File: src/rtl/slda_stage_sequencer_if.sv
// Handshake bundle between the SLDA top-level controller, the stage sequencer and its kernels.
// slave is the sequencer side; master is the host/kernel side.
interface slda_stage_sequencer_if #(
  parameter int NUM_STAGES = 3,
  parameter int CNT_W      = 32
);
  localparam int SEL_W = (NUM_STAGES > 1) ? $clog2(NUM_STAGES) : 1;

  logic                  ap_start;
  logic                  ap_ready;
  logic                  ap_done;
  logic                  ap_idle;
  logic                  ap_continue;
  logic [NUM_STAGES-1:0] skip_mask;
  logic [NUM_STAGES-1:0] stage_start;
  logic [NUM_STAGES-1:0] stage_ready;
  logic [NUM_STAGES-1:0] stage_done;
  logic [SEL_W-1:0]      stage_sel;
  logic [CNT_W-1:0]      run_cycles;
  logic                  err_timeout;

  modport slave (
    input  ap_start, ap_continue, skip_mask, stage_ready, stage_done,
    output ap_ready, ap_done, ap_idle, stage_start, stage_sel, run_cycles, err_timeout
  );

  modport master (
    output ap_start, ap_continue, skip_mask, stage_ready, stage_done,
    input  ap_ready, ap_done, ap_idle, stage_start, stage_sel, run_cycles, err_timeout
  );
endinterface

File: src/rtl/slda_stage_sequencer.sv
// Runs the SLDA kernels in index order over ap_ctrl_hs, with per-run skip mask, per-stage
// watchdog and a saturating run-length counter. All outputs registered; no bubble between stages.
module slda_stage_sequencer #(
  parameter int NUM_STAGES = 3,
  parameter int CNT_W      = 32,
  parameter int TIMEOUT    = 0
) (
  input logic                   clock,
  input logic                   reset,
  slda_stage_sequencer_if.slave bus
);
  localparam int SEL_W = (NUM_STAGES > 1) ? $clog2(NUM_STAGES) : 1;

  typedef enum logic [1:0] {IDLE, START, RUN, DONE} state_t;

  state_t                state_q;
  logic [NUM_STAGES-1:0] mask_q;
  logic [NUM_STAGES-1:0] stage_start_q;
  logic [SEL_W-1:0]      sel_q;
  logic [CNT_W-1:0]      run_cnt_q;
  logic [CNT_W-1:0]      stage_cnt_q;
  logic [CNT_W-1:0]      run_cycles_q;
  logic                  ap_ready_q;
  logic                  ap_done_q;
  logic                  err_timeout_q;

  logic                  first_vld;
  logic [SEL_W-1:0]      first_idx;
  logic                  next_vld;
  logic [SEL_W-1:0]      next_idx;
  logic [CNT_W-1:0]      run_cnt_d;
  logic [CNT_W-1:0]      stage_cnt_d;
  logic                  stage_fin;
  logic                  wd_hit;

  always_comb begin
    first_vld = 1'b0;
    first_idx = '0;
    next_vld  = 1'b0;
    next_idx  = '0;
    // Descending scan so the lowest qualifying index is the one left standing.
    for (int i = NUM_STAGES - 1; i >= 0; i--) begin
      if (!bus.skip_mask[i]) begin
        first_vld = 1'b1;
        first_idx = SEL_W'(i);
      end
      if (!mask_q[i] && (i > int'(sel_q))) begin
        next_vld = 1'b1;
        next_idx = SEL_W'(i);
      end
    end
    run_cnt_d   = (&run_cnt_q)   ? run_cnt_q   : run_cnt_q + CNT_W'(1);
    stage_cnt_d = (&stage_cnt_q) ? stage_cnt_q : stage_cnt_q + CNT_W'(1);
    stage_fin   = ((state_q == START) && bus.stage_ready[sel_q] && bus.stage_done[sel_q]) ||
                  ((state_q == RUN) && bus.stage_done[sel_q]);
    wd_hit      = (TIMEOUT != 0) && (stage_cnt_q == CNT_W'(TIMEOUT - 1));
  end

  always_ff @(posedge clock or posedge reset) begin
    if (reset) begin
      state_q       <= IDLE;
      mask_q        <= '0;
      stage_start_q <= '0;
      sel_q         <= '0;
      run_cnt_q     <= '0;
      stage_cnt_q   <= '0;
      run_cycles_q  <= '0;
      ap_ready_q    <= 1'b0;
      ap_done_q     <= 1'b0;
      err_timeout_q <= 1'b0;
    end else begin
      ap_ready_q <= 1'b0;
      case (state_q)
        IDLE: begin
          if (bus.ap_start) begin
            mask_q        <= bus.skip_mask;
            run_cnt_q     <= '0;
            stage_cnt_q   <= '0;
            ap_ready_q    <= 1'b1;
            err_timeout_q <= 1'b0;
            if (first_vld) begin
              state_q                  <= START;
              sel_q                    <= first_idx;
              stage_start_q            <= '0;
              stage_start_q[first_idx] <= 1'b1;
            end else begin
              state_q      <= DONE;
              ap_done_q    <= 1'b1;
              run_cycles_q <= '0;
            end
          end
        end
        START, RUN: begin
          run_cnt_q   <= run_cnt_d;
          stage_cnt_q <= stage_cnt_d;
          if (stage_fin && next_vld) begin
            state_q                 <= START;
            sel_q                   <= next_idx;
            stage_start_q           <= '0;
            stage_start_q[next_idx] <= 1'b1;
            stage_cnt_q             <= '0;
          end else if (stage_fin || wd_hit) begin
            // The current cycle is still a START/RUN cycle, so it is included in the copy.
            state_q       <= DONE;
            ap_done_q     <= 1'b1;
            stage_start_q <= '0;
            sel_q         <= '0;
            run_cycles_q  <= run_cnt_d;
            err_timeout_q <= !stage_fin;
          end else if ((state_q == START) && bus.stage_ready[sel_q]) begin
            state_q       <= RUN;
            stage_start_q <= '0;
          end
        end
        DONE: begin
          if (bus.ap_continue) begin
            state_q   <= IDLE;
            ap_done_q <= 1'b0;
          end
        end
        default: state_q <= IDLE;
      endcase
    end
  end

  assign bus.ap_ready    = ap_ready_q;
  assign bus.ap_done     = ap_done_q;
  assign bus.ap_idle     = (state_q == IDLE);
  assign bus.stage_start = stage_start_q;
  assign bus.stage_sel   = sel_q;
  assign bus.run_cycles  = run_cycles_q;
  assign bus.err_timeout = err_timeout_q;
endmodule

File: src/flat_wrapper.sv
// flat-port wrapper written by rule: the top's interface ports become plain ports
module slda_stage_sequencer_flat 
#(
  parameter int NUM_STAGES = 3,
  parameter int CNT_W      = 32,
  parameter int TIMEOUT    = 0
)
  (clock, reset, bus_ap_start, bus_ap_continue, bus_skip_mask, bus_stage_ready, bus_stage_done, bus_ap_ready, bus_ap_done, bus_ap_idle, bus_stage_start, bus_stage_sel, bus_run_cycles, bus_err_timeout);
  slda_stage_sequencer_if #(.NUM_STAGES(NUM_STAGES), .CNT_W(CNT_W)) bus_i ();
  input logic clock;
  input logic reset;
  input wire logic [$bits(bus_i.ap_start)-1:0] bus_ap_start;
  input wire logic [$bits(bus_i.ap_continue)-1:0] bus_ap_continue;
  input wire logic [$bits(bus_i.skip_mask)-1:0] bus_skip_mask;
  input wire logic [$bits(bus_i.stage_ready)-1:0] bus_stage_ready;
  input wire logic [$bits(bus_i.stage_done)-1:0] bus_stage_done;
  output wire logic [$bits(bus_i.ap_ready)-1:0] bus_ap_ready;
  output wire logic [$bits(bus_i.ap_done)-1:0] bus_ap_done;
  output wire logic [$bits(bus_i.ap_idle)-1:0] bus_ap_idle;
  output wire logic [$bits(bus_i.stage_start)-1:0] bus_stage_start;
  output wire logic [$bits(bus_i.stage_sel)-1:0] bus_stage_sel;
  output wire logic [$bits(bus_i.run_cycles)-1:0] bus_run_cycles;
  output wire logic [$bits(bus_i.err_timeout)-1:0] bus_err_timeout;
  assign bus_i.ap_start = bus_ap_start;
  assign bus_i.ap_continue = bus_ap_continue;
  assign bus_i.skip_mask = bus_skip_mask;
  assign bus_i.stage_ready = bus_stage_ready;
  assign bus_i.stage_done = bus_stage_done;
  assign bus_ap_ready = bus_i.ap_ready;
  assign bus_ap_done = bus_i.ap_done;
  assign bus_ap_idle = bus_i.ap_idle;
  assign bus_stage_start = bus_i.stage_start;
  assign bus_stage_sel = bus_i.stage_sel;
  assign bus_run_cycles = bus_i.run_cycles;
  assign bus_err_timeout = bus_i.err_timeout;
  slda_stage_sequencer #(.NUM_STAGES(NUM_STAGES), .CNT_W(CNT_W), .TIMEOUT(TIMEOUT)) u_core (.clock(clock), .reset(reset), .bus(bus_i));
endmodule
File: config.mk
export PLATFORM = sky130hd
export DESIGN_NAME = slda_stage_sequencer_flat
export DESIGN_NICKNAME = d
export VERILOG_FILES = /design/src/rtl/slda_stage_sequencer_if.sv /design/src/rtl/slda_stage_sequencer.sv /design/src/flat_wrapper.sv
export SDC_FILE = /design/constraint.sdc
export NUM_CORES = 1
export LEC_CHECK = 0
export CORE_AREA = 10 10 108 110
export DETAILED_ROUTE_END_ITERATION = 8
export DIE_AREA = 0 0 118 120
export GPL_ROUTABILITY_DRIVEN = 1
export PLACE_DENSITY = 0.67
export SYNTH_ARGS = -nofsm -noshare
export SYNTH_HDL_FRONTEND = slang
export SYNTH_SLANG_ARGS = --single-unit
File: constraint.sdc
create_clock -name clock -period 2.6 [get_ports clock]
set_input_delay 0.26 -clock clock [delete_from_list [all_inputs] [get_ports clock]]
set_output_delay 0.26 -clock clock [all_outputs]
set_load 0.01 [all_outputs]
Word-level counts from Yosys, hierarchy flattened
Cells that the tools add are included. W data, S select, Z words.

Register bits: 77. Bits of input ports: 13. Output and inout port bits: 41. Logic and storage cells: 108.

Add/subtract/negate cells: 1. Magnitude comparators: 7. Equal/unequal tests: 11. Multiplexer cells: 56. Reductions and logical operators: 24.

Operator list (number): $mux W32 (6); $pmux W32 S2 (2); $add A32 B1 Y32 const B (1); $reduce_and A32 Y1 (1); $mux W2 (15); $mux W1 (19); $mux W3 (5); $reduce_and A4 Y1 (3); $reduce_and A5 Y1 (2); $lt A2 B3 Y1 const B (3); $logic_and A1 B1 Y1 (8); $ne A2 B2 Y1 const B (4); $pmux W2 S3 (1); $pmux W3 S2 (1); $bmux W1 S2 (2); $demux W1 S2 (2); $eq A2 B2 Y1 const B (2); $ge A2 B1 Y1 const B (2); $ne A2 B1 Y1 const B (2); $ne A4 B1 Y1 const B (1); $pmux W2 S2 (1); $reduce_and A2 Y1 (2); $logic_not A1 Y1 (3); $ne A3 B1 Y1 const B (1); 10 further kinds (10).

Logic depth before layout (Yosys ltp)
Gate-level depths: netlist of run 1.

Depth in word-level cells: 10. Depth in mapped cells: 11. Mapped depth without buffers: 8.

Worst setup path before layout of run 1
OpenSTA, ideal clock, no wires.

Kind: reg2reg. Start: register u_core.state_q[1]. End: register u_core.run_cycles_q[15], in the netlist u_core.bus.run_cycles[15]. Setup time: 74 ps. Data arrival time: 2183 ps. Data required time: 2526 ps. Path slack: 343 ps. Stages on the path, launching flop included: 12. Path buffers: 3. Cells stage by stage: dfrtp_1 -> inv_1 -> ha_1 -> inv_1 -> o311ai_2 -> a31oi_1 -> or3b_1 -> buf_2 -> or2_4 -> buf_6 -> buf_12 -> o21ai_2.

Longest elaborated chain between the ends: 7.

Ends and longest elaborated chain: from (decl) (RTL line slda_stage_sequencer.sv:16) `state_t state_q;`; from (signal assigned) (RTL line slda_stage_sequencer.sv:61) `state_q <= IDLE;`; from (signal assigned) (RTL line slda_stage_sequencer.sv:82) `state_q <= START;`; from (signal assigned) (RTL line slda_stage_sequencer.sv:87) `state_q <= DONE;`; $eq A2 B1 Y1 (RTL line slda_stage_sequencer.sv:54, slda_stage_sequencer.sv:73); $logic_and A1 B1 Y1 (2 in series) (RTL line slda_stage_sequencer.sv:54) `stage_fin = ((state_q == START) && bus.stage_ready[sel_q] && bus.stage_done[sel_q]) ||`; $logic_or A1 B1 Y1 (RTL line slda_stage_sequencer.sv:54); $logic_and A1 B1 Y1 (RTL line slda_stage_sequencer.sv:96) `if (stage_fin && next_vld) begin`; $ne A2 B2 Y1 (no line); $reduce_and A5 Y1 (no line); to (signal assigned) (RTL line slda_stage_sequencer.sv:108) `run_cycles_q <= run_cnt_d;`; to (decl) (RTL line slda_stage_sequencer.sv:22) `logic [CNT_W-1:0] run_cycles_q;`.

Several ways; a longest one is shown, not always the timed one. A chain may end at the register's enable or synchronous reset.

Final worst setup path of run 1
Start: register u_core.state_q[1]. End: register u_core.run_cycles_q[5], in the netlist u_core.bus.run_cycles[5].

Same word-level chain as after synthesis.

==> results of run 1 <==
==> metrics by stage <==
| step | setup WS (ns) | util [%] | power, mW | cells |
|---|---|---|---|---|
| 3_5_place_dp | 0.1816 | 51.59 | 3.792 | 641 |
| 5_1_grt | 0.02951 | 53.80 | 5.118 | 654 |
| 2_1_floorplan | 0.3429 | - | 3.139 | 476 |
| 3_3_place_gp | 0.2883 | 51.59 | 3.727 | 641 |
| 4_1_cts | 0.2331 | 53.80 | 4.801 | 654 |
| 6_report | 0.2690 | 53.80 | 4.759 | 654 |
==> kinds of logic after synthesis <==
kind of cell               after synthesis  synth area share, %
muxes                                   21                5.130
DFF                                     76                44.56
adders and majority gates                5                1.466
AOI/OAI and AO/OA                      100                15.19
and+or+nand+nor                        198                23.10
xor gates and xnor gates                25                5.130
buffers and inverters                   51                5.423
==> worst max-delay path: cells and delay by family (launching register included) <==
kind	cells	cell delay, ns
and+or+nand+nor	2	0.79
adders and majority gates	1	0.18
buffers and inverters	2	0.15
AOI/OAI and AO/OA	3	0.67
DFF	1	0.42
==> sequential cells by signal (all words and copies together), names as in the netlist <==
signal / flops
u_core.bus.run_cycles: 32
u_core.bus.stage_start: 3
u_core.bus.ap_done: 1
u_core.run_cnt_q: 32
u_core.state_q: 2
u_core.bus.stage_sel: 2
u_core.mask_q: 2
u_core.bus.ap_ready: 1
u_core.bus.err_timeout: 1
==> Yosys cell counts (2+ instances only) <==
library cell,n
and3_1,10
o21ai_0,45
nor3b_1,3
nand3b_1,2
o22ai_1,2
and2_1,2
nor4_1,6
ha_1,5
a21o_1,5
clkbuf_1,29
nor3_1,9
dfrtp_1,76
a21oi_1,10
mux2i_1,14
mux2_2,7
a31oi_1,4
or3_1,4
a22o_1,5
inv_1,12
nand2_1,75
o31ai_1,2
xnor2_1,9
nand4_1,23
nor2_1,24
o311ai_0,4
buf_6,2
nand3_1,26
o211ai_1,2
buf_2,7
and4_1,4
a211o_1,2
o21ai_2,10
xor2_1,16
==> area by class of cell <==
| cell class | instances | area, sq um | area share (%) |
|---|---|---|---|
| multi-input cells | 349 | 2135 | 41.55 |
| flip-flops and latches | 76 | 1902 | 37.02 |
| repair buffers | 71 | 678.2 | 13.20 |
| well taps | 133 | 166.4 | 3.239 |
| clock buffers | 11 | 151.4 | 2.947 |
| clock inverters | 2 | 60.06 | 1.169 |
| inverters | 12 | 45.04 | 0.8768 |
==> per-layer routing <==
layer / wire [microns] / share of wire (%)
met1: 4674 / 46
met2: 4761 / 47
met3: 597 / 5.9
met4: 107 / 1.1
met5: 0 / 0
==> worst paths after layout <==
kind	start	to	slack, ns	depth (start not counted)
setup / recovery	u_core.state_q[1]	u_core.bus.run_cycles[5]	0.27	8
hold / removal	reset	u_core.bus.run_cycles[28]	0.32	3
setup reg to reg	u_core.state_q[1]	u_core.bus.run_cycles[5]	0.27	8
hold reg to reg	u_core.bus.run_cycles[11]	u_core.bus.run_cycles[11]	0.48	2
max in group asynchronous	reset	u_core.bus.stage_sel[1]	1.97	3
min in group clock	u_core.bus.run_cycles[11]	u_core.bus.run_cycles[11]	0.48	2
==> power by group through the flow <==
stage               clock network, mW  registers, mW  logic, mW
global route                     1.06           1.64       2.42
floorplan                           0           1.55       1.59
global placement                    0           1.61       2.12
CTS                              1.02           1.60       2.18
detailed placement                  0           1.62       2.17
finish                           1.00           1.60       2.16
==> impl_metrics.tcl, run 1 <==
set metrics [dict create \
    p_comb_share_pct 45.3 \
    placed_area_sq_mm 0.004926 \
    port-buffer-count 53 \
    power.switching_mw 2.008 \
    globalRouteOverflowTotal 0 \
    syn_avg_cell_area_sq_um 8.966 \
    ctsResizeCount 0 \
    final_period_minus_worst_setup_slack_ns 2.331 \
    clkTransAtPathRegs_ns 0.08 \
    final_hold_viol_count 0 \
    cp_max_fo 29 \
    start_kind "register" \
    htree_levels 3 \
    hold-worst-slack_ns 0.3240 \
    cts_hold_buf 0 \
    clockBufferDepth 2 \
    drive_above_1_share_pct 10.75 \
    synth_area_leader_cell "dfrtp_1" \
    cpPeakStageDelay_ns 0.42 \
    place_congestion 0.9038 \
    vias 3539 \
    slew_viol_final 0 \
    internal_power_mw 2.751 \
    post-route-period-util_pct 89.65 \
    tightestPinTransition_ns 0.5884 \
    fin_worst_skew_ns 0.006770 \
    dp_hpwl_microns 7119 \
    numCtsBuffers 9 \
    synth_warnings 0 \
    cp.required_ns 2.86 \
    antenna_found_initial 0 \
    synthArstFlopShare_pct 100.0 \
    fp-row-count 36 \
    area_growth_pct 20.38 \
    critPathCaptureType "register" \
    clkSinkCount 76 \
    wl_microns 10140 \
    fp.dieH_microns 120 \
    grtUsageMet1_pct 18.75 \
    syn-cell-area_sq_mm 0.004268 \
    synth_top_area_share_pct 44.56 \
    swShare_pct 42.20 \
    start_util_pct 44.69 \
    antenna_cells 0 \
    critPathKind "reg2reg" \
    postCtsSetupRepairBufs 0 \
    dieWidth_microns 118 \
    slew_headroom_pct 60.41 \
    layout_common_cells "dfrtp_1, nand2_1, clkdlybuf4s50_1, o21ai_0, nand3_1" \
    grt_pass1_vias 3472 \
    num_io_pins 54 \
    arrival_ns 2.59 \
    worstPathCellList "inv_1 -> ha_1 -> inv_1 -> o311ai_2 -> a31oi_1 -> or3b_1 -> or2_4 -> o21ai_0" \
    core_region_area_sq_mm 0.009549 \
    via_per_inst 5.411 \
    clkPwrFrac_pct 21.1 \
    clock_latency_ns 0.35 \
    final_common_cell "dfrtp_1" \
    die_area_sq_mm 0.01416 \
    use_met2_pct 22.75 \
    grt_setup_unrepaired "no" \
    slowest_stage "dfrtp_1" \
    ys_ff_latch 76 \
    yosysUniqueCellTypes 53 \
    maxClockFrequency_ghz 0.4290 \
    wl_per_cell_microns 15.50 \
    ys_top_cells_by_area "dfrtp_1, nand2_1, o21ai_0" \
    final_antenna_net_count 0 \
    irDropWorstVdd_mv 1.038 \
    tns_ns 0 \
    detail_route.iter0.violations 256 \
    drcViolationCount 0 \
    synth_edf_count 0 \
    powerDensity_mw_per_mm2 926.4 \
    ys_seq_area_share_pct 44.56 \
    status "finished clean" \
    hold_path_class "in2async" \
    cap_violations 0 \
    critPathMostFrequentCell "inv_1" \
    met3_usage_pct 3.891 \
    ys.flop_type "dfrtp_1" \
    p_seq_share_pct 33.6 \
    grt_use_total_pct 14.47 \
    busiest_layer "met2" \
    cts-root-buf "clkbuf_8" \
    filler_cell_count 928 \
    setup_viol 0 \
    syn_nets 494 \
    leakagePower_nw 2.181 \
    grt_first_pass_wirelength_microns 17190 \
    grt_max_degree 77 \
    first_pass_iters 5 \
    synthesis.instances 476 \
    cts_tree "built" \
    fin_area_sq_mm 0.005137 \
    fin_nets 537 \
]
(Power assumes the default switching activity.)
==> run 2, diff against run 1 <==
--- a/config.mk
+++ b/config.mk
@@ -5,9 +5,10 @@
 export SDC_FILE = /design/constraint.sdc
 export NUM_CORES = 1
 export LEC_CHECK = 0
-export CORE_AREA = 10 10 108 110
+export CORE_AREA = 2 2 100 102
+export CTS_BUF_LIST = sky130_fd_sc_hd__clkbuf_4
 export DETAILED_ROUTE_END_ITERATION = 8
-export DIE_AREA = 0 0 118 120
+export DIE_AREA = 0 0 102 104
 export GPL_ROUTABILITY_DRIVEN = 1
 export PLACE_DENSITY = 0.67
 export SYNTH_ARGS = -nofsm -noshare
==> run 2 against run 1 <==
Cell count rose by 0.15%. Critical endpoint is now u_core.bus.run_cycles[20]. Wire length fell by 5.9%. Sequential power barely moved. Worst hold slack got worse by 0.11 ns. Global-route usage rose by 4.8 points.
==> impl_metrics.tcl, run 2 (synthesis gave the netlist of run 1 again) <==
set metrics [dict create \
    cts-root-buf "clkbuf_4" \
    layout_common_cells "dfrtp_1, nand2_1, clkdlybuf4s50_1, o21ai_0, nand3_1" \
    via_per_inst 5.495 \
    placed_area_sq_mm 0.004931 \
    critPathKind "reg2reg" \
    final_antenna_net_count 0 \
    grt_use_total_pct 19.25 \
    vias 3599 \
    slew_viol_final 0 \
    num_io_pins 54 \
    tns_ns 0 \
    htree_levels 3 \
    setup_slack_ns 0.2259 \
    core_region_area_sq_mm 0.009549 \
    maxClockFrequency_ghz 0.4212 \
    fp-row-count 36 \
    ctsResizeCount 0 \
    worstPathCellList "inv_1 -> ha_1 -> inv_1 -> o311ai_2 -> a31oi_1 -> or3b_1 -> or2_4 -> o21ai_0" \
    p_total_mw 4.377 \
    cts_tree "built" \
    multiInputGateArea_sq_mm 0.002135 \
    post-route-period-util_pct 91.31 \
    slowest_stage "dfrtp_1" \
    final_hold_viol_count 0 \
    cpPeakStageDelay_ns 0.43 \
    place_congestion 0.8668 \
    grt_max_degree 77 \
    globalRouteOverflowTotal 0 \
    die_area_sq_mm 0.01061 \
    antenna_found_initial 0 \
    hold-worst-slack_ns 0.2181 \
    status "finished clean" \
    dieWidth_microns 102 \
    powerDensity_mw_per_mm2 870.0 \
    cp_max_fo 29 \
    area_growth_pct 17.88 \
    utilization_pct 52.69 \
    setup_viol 0 \
    antenna_cells 0 \
    critPathMostFrequentCell "inv_1" \
    tightestPinTransition_ns 0.5702 \
    start_util_pct 44.69 \
    cts_hold_buf 0 \
    clockBufferDepth 2 \
    wl_microns 9546 \
    critPathCaptureType "register" \
    fin_area_sq_mm 0.005031 \
    dpl_worst_slack_ns 0.1522 \
    grt_setup_unrepaired "no" \
    fin_nets 536 \
    grt_first_pass_wirelength_microns 16320 \
    drcViolationCount 0 \
    numCtsBuffers 9 \
    cp.required_ns 2.95 \
    arrival_ns 2.73 \
    layout.cells.non_filler 655 \
    first_pass_iters 5 \
    grt_pass1_vias 3384 \
    final_period_minus_worst_setup_slack_ns 2.374 \
    slew_headroom_pct 61.64 \
    fin_worst_skew_ns 0.01581 \
    fp.dieH_microns 104 \
    wl_per_cell_microns 14.57 \
    register_area_sq_mm 0.001902 \
    start_kind "register" \
    final_common_cell "dfrtp_1" \
    cap_violations 0 \
    hold_path_class "in2async" \
    port-buffer-count 53 \
    clock_latency_ns 0.43 \
    postCtsSetupRepairBufs 0 \
    drive_above_1_share_pct 10.54 \
    detail_route.iter0.violations 189 \
    filler_cell_count 902 \
    clkTransAtPathRegs_ns 0.12 \
    leakagePower_nw 2.135 \
    dp_hpwl_microns 6690 \
    post-place-cells 640 \
    clkSinkCount 76 \
    irDropWorstVdd_mv 0.8813 \
]
[run 2: changes by cell type in the layout (fill, tap and decap cells not counted)]
| cell | before | now |
|---|---|---|
| and2_0 | 1 | 0 |
| and2_1 | 2 | 3 |
| buf_12 | 1 | 2 |
| buf_4 | 17 | 15 |
| bufinv_16 | 2 | 0 |
| clkbuf_4 | 0 | 11 |
| clkbuf_8 | 11 | 0 |
| clkinv_1 | 0 | 2 |
| clkinv_2 | 0 | 2 |
| o21ai_0 | 45 | 44 |
| o21ai_1 | 0 | 1 |
[run 2: layer usage]
metal  routed length, microns  GRT usage (%)  vias up
li1                         -              -     1771
met1                     4501          26.99     1715
met2                     4488          29.61       99
met3                      379          2.957       14
met4                      178          7.905        0
met5                        0              0        -
[run 2: path summary, 6_finish.rpt]
kind,start,to,slack (ns),depth (start not counted)
min in group clock,u_core.bus.run_cycles[31],u_core.bus.run_cycles[31],0.49,2
hold / removal,reset,u_core.run_cnt_q[28],0.22,3
max in group asynchronous,reset,u_core.run_cnt_q[1],2.04,3
setup reg to reg,u_core.state_q[1],u_core.bus.run_cycles[20],0.23,8
setup / recovery,u_core.state_q[1],u_core.bus.run_cycles[20],0.23,8
hold reg to reg,u_core.bus.run_cycles[31],u_core.bus.run_cycles[31],0.49,2
[run 2: final cells by class]
cell class                      count  area share (%)
Multi-Input combinational cell    349           42.43
Inverter                           12          0.8953
Timing Repair Buffer               70           13.58
Clock buffer                       11           1.641
Clock inverter                      4          0.3482
Sequential cell                    76           37.80
Tap cell                          133           3.308
[run 2: critical path, delay by kind of cell, from the launching register on]
kind,cells,cell delay (ns)
DFF,1,0.43
adders and majority gates,1,0.19
and+or+nand+nor,2,0.81
buffers and inverters,2,0.15
AOI/OAI and AO/OA,3,0.71
[run 2: where the power goes]
group          leakage, nW  switching [mW]  internal (mW)
logic                 1.03            1.38          0.821
clock network       0.0616           0.397          0.204
registers             1.04           0.201           1.38
==> edit (config.mk and constraints of run 1) <==
`CNT_W` is set to 32 in 3 places; all go to 40.
--- a/src/rtl/slda_stage_sequencer_if.sv
+++ b/src/rtl/slda_stage_sequencer_if.sv
@@ -2,7 +2,7 @@
 // slave is the sequencer side; master is the host/kernel side.
 interface slda_stage_sequencer_if #(
   parameter int NUM_STAGES = 3,
-  parameter int CNT_W      = 32
+  parameter int CNT_W      = 40
 );
   localparam int SEL_W = (NUM_STAGES > 1) ? $clog2(NUM_STAGES) : 1;
 
--- a/src/rtl/slda_stage_sequencer.sv
+++ b/src/rtl/slda_stage_sequencer.sv
@@ -2,7 +2,7 @@
 // watchdog and a saturating run-length counter. All outputs registered; no bubble between stages.
 module slda_stage_sequencer #(
   parameter int NUM_STAGES = 3,
-  parameter int CNT_W      = 32,
+  parameter int CNT_W      = 40,
   parameter int TIMEOUT    = 0
 ) (
   input logic                   clock,
--- a/src/flat_wrapper.sv
+++ b/src/flat_wrapper.sv
@@ -2,7 +2,7 @@
 module slda_stage_sequencer_flat 
 #(
   parameter int NUM_STAGES = 3,
-  parameter int CNT_W      = 32,
+  parameter int CNT_W      = 40,
   parameter int TIMEOUT    = 0
 )
   (clock, reset, bus_ap_start, bus_ap_continue, bus_skip_mask, bus_stage_ready, bus_stage_done, bus_ap_ready, bus_ap_done, bus_ap_idle, bus_stage_start, bus_stage_sel, bus_run_cycles, bus_err_timeout);
Interface: changed (resized bus_run_cycles); port bits go from 54 to 62. No check against the original RTL was run, so the function may have changed too.
==> edit against run 1 <==
- worst setup slack got worse by 0.027 ns
- cell area is 23% higher
- sequential cell count increased by 16
- fmax down 1.1%
- clock skew rose by 0.00060 ns
- total power increased by 5.5%
- non-clock buffer count is 15 higher
- first-iteration DRC count is 59% higher
- wire length increased by 35%
- largest cell class unchanged
- critical path type unchanged
- cell count up 22%
- area after synthesis is 25% higher
- sequential share of layout area is 0.53 points lower
==> edit: results (changes against run 1) <==
* Run status: completed
- Met2 wire length: 6250 um (+31%)
- The number of cell instances on the worst register-to-register path was 6 (-2).
- Seq/Total Area, Yosys: 0.432 (-0.0137)
- Maximum clock skew at final layout: 0.00737 ns (+0.000603 ns)
- The detailed-route wire length on metal 1 was 6390 um (+37%).
- Measured slew at the worst slew-check pin: 0.743 ns (+0.155 ns)
- The power per unit of standard cell area came to 796 nW/um^2 (-14%).
* Routed wl met3: 907 um (+52%)
* Hold slack final: 0.374 ns (+0.0496 ns)
- Worst reg2reg endpoint: u_core.run_cnt_q[38]
- Logic pwr share: 0.449 (-0.004)
- Global-route wire length before repair: 23400 um (+36%)
- The met2 routing resource usage after global routing came to 0.311 (+0.0833).
- The biggest cell delay along the critical path is 0.66 ns (+0.24 ns).
- The via count of the first global-routing pass was 4611 (+33%).
* Ratio of cells with drive above 1 in the final layout: 0.0982 (-0.00930)
* Data arrival time at the worst-slack endpoint: 2.63 ns (+0.04 ns)
- The number of unique standard cell types used by synthesis is 66 (+25%).
- Count of port buffers added during placement: 61 (+15%)
- Top cell types by occurrence after synthesis: sky130_fd_sc_hd__dfrtp_1, sky130_fd_sc_hd__nand2_1, sky130_fd_sc_hd__o21ai_0
- Layout Nets: 675 (+26%)
- RR Startpoint: u_core.run_cnt_q[27]
- Final RePlAce weighted congestion: 0.889 (-1.7%)
* Maximum resistive drop on vdd: 0.882 mV (-15%)
- Reg2reg setup slack: 0.24 ns (-0.03 ns)
* Clk. pwr: 1.14 mW (+14%)
* Overall global routing resource usage: 0.197 (+0.0521)
- Filler Cell Count: 834 (-10%)
- Initial antenna violation count: 0 (unchanged)
- The cell-internal power came to 2.90 mW (+5.4%).
- Maximum number of pins on one net before global-route repair: 93 (+21%)
* Final wirelength: 13700 um (+35%)
- The placed wire-length estimate came to 9710 um (+36%).
* Highest-delay cell along the critical path: sky130_fd_sc_hd__or4_1
- Maximum fanout encountered on the critical timing path: 9 (-69%)
* Global routing usage on met3: 0.0459 (+0.00703)
-- edit: per-stage QoR --
step / util / std cells / area [um^2] / worst slack, ns / total power, mW
global placement: 0.636 / 779 / 6070 / 0.352 / 3.85
finish: 0.661 / 795 / 6310 / 0.242 / 5.02
detailed placement: 0.636 / 779 / 6070 / 0.261 / 3.90
global route: 0.661 / 795 / 6310 / 0.0571 / 5.35
floorplan: - / 602 / 5330 / 0.503 / 3.11
CTS: 0.661 / 795 / 6310 / 0.248 / 5.05
-- edit: cell families after synthesis --
family	after synthesis	share of synthesized area
xor+xnor	35	0.0575
buf+inv	64	0.0601
fa+ha+maj	5	0.0117
flops	92	0.432
compound gates	138	0.160
simple gates	258	0.259
mux	10	0.0200
-- edit: cell type report --
class,count,area share
Clock buffer,13,0.0268
Sequential cell,92,0.365
Clock inverter,3,0.0107
Timing Repair Buffer,86,0.128
Inverter,22,0.0137
Multi-Input combinational cell,446,0.429
Tap cell,133,0.0264
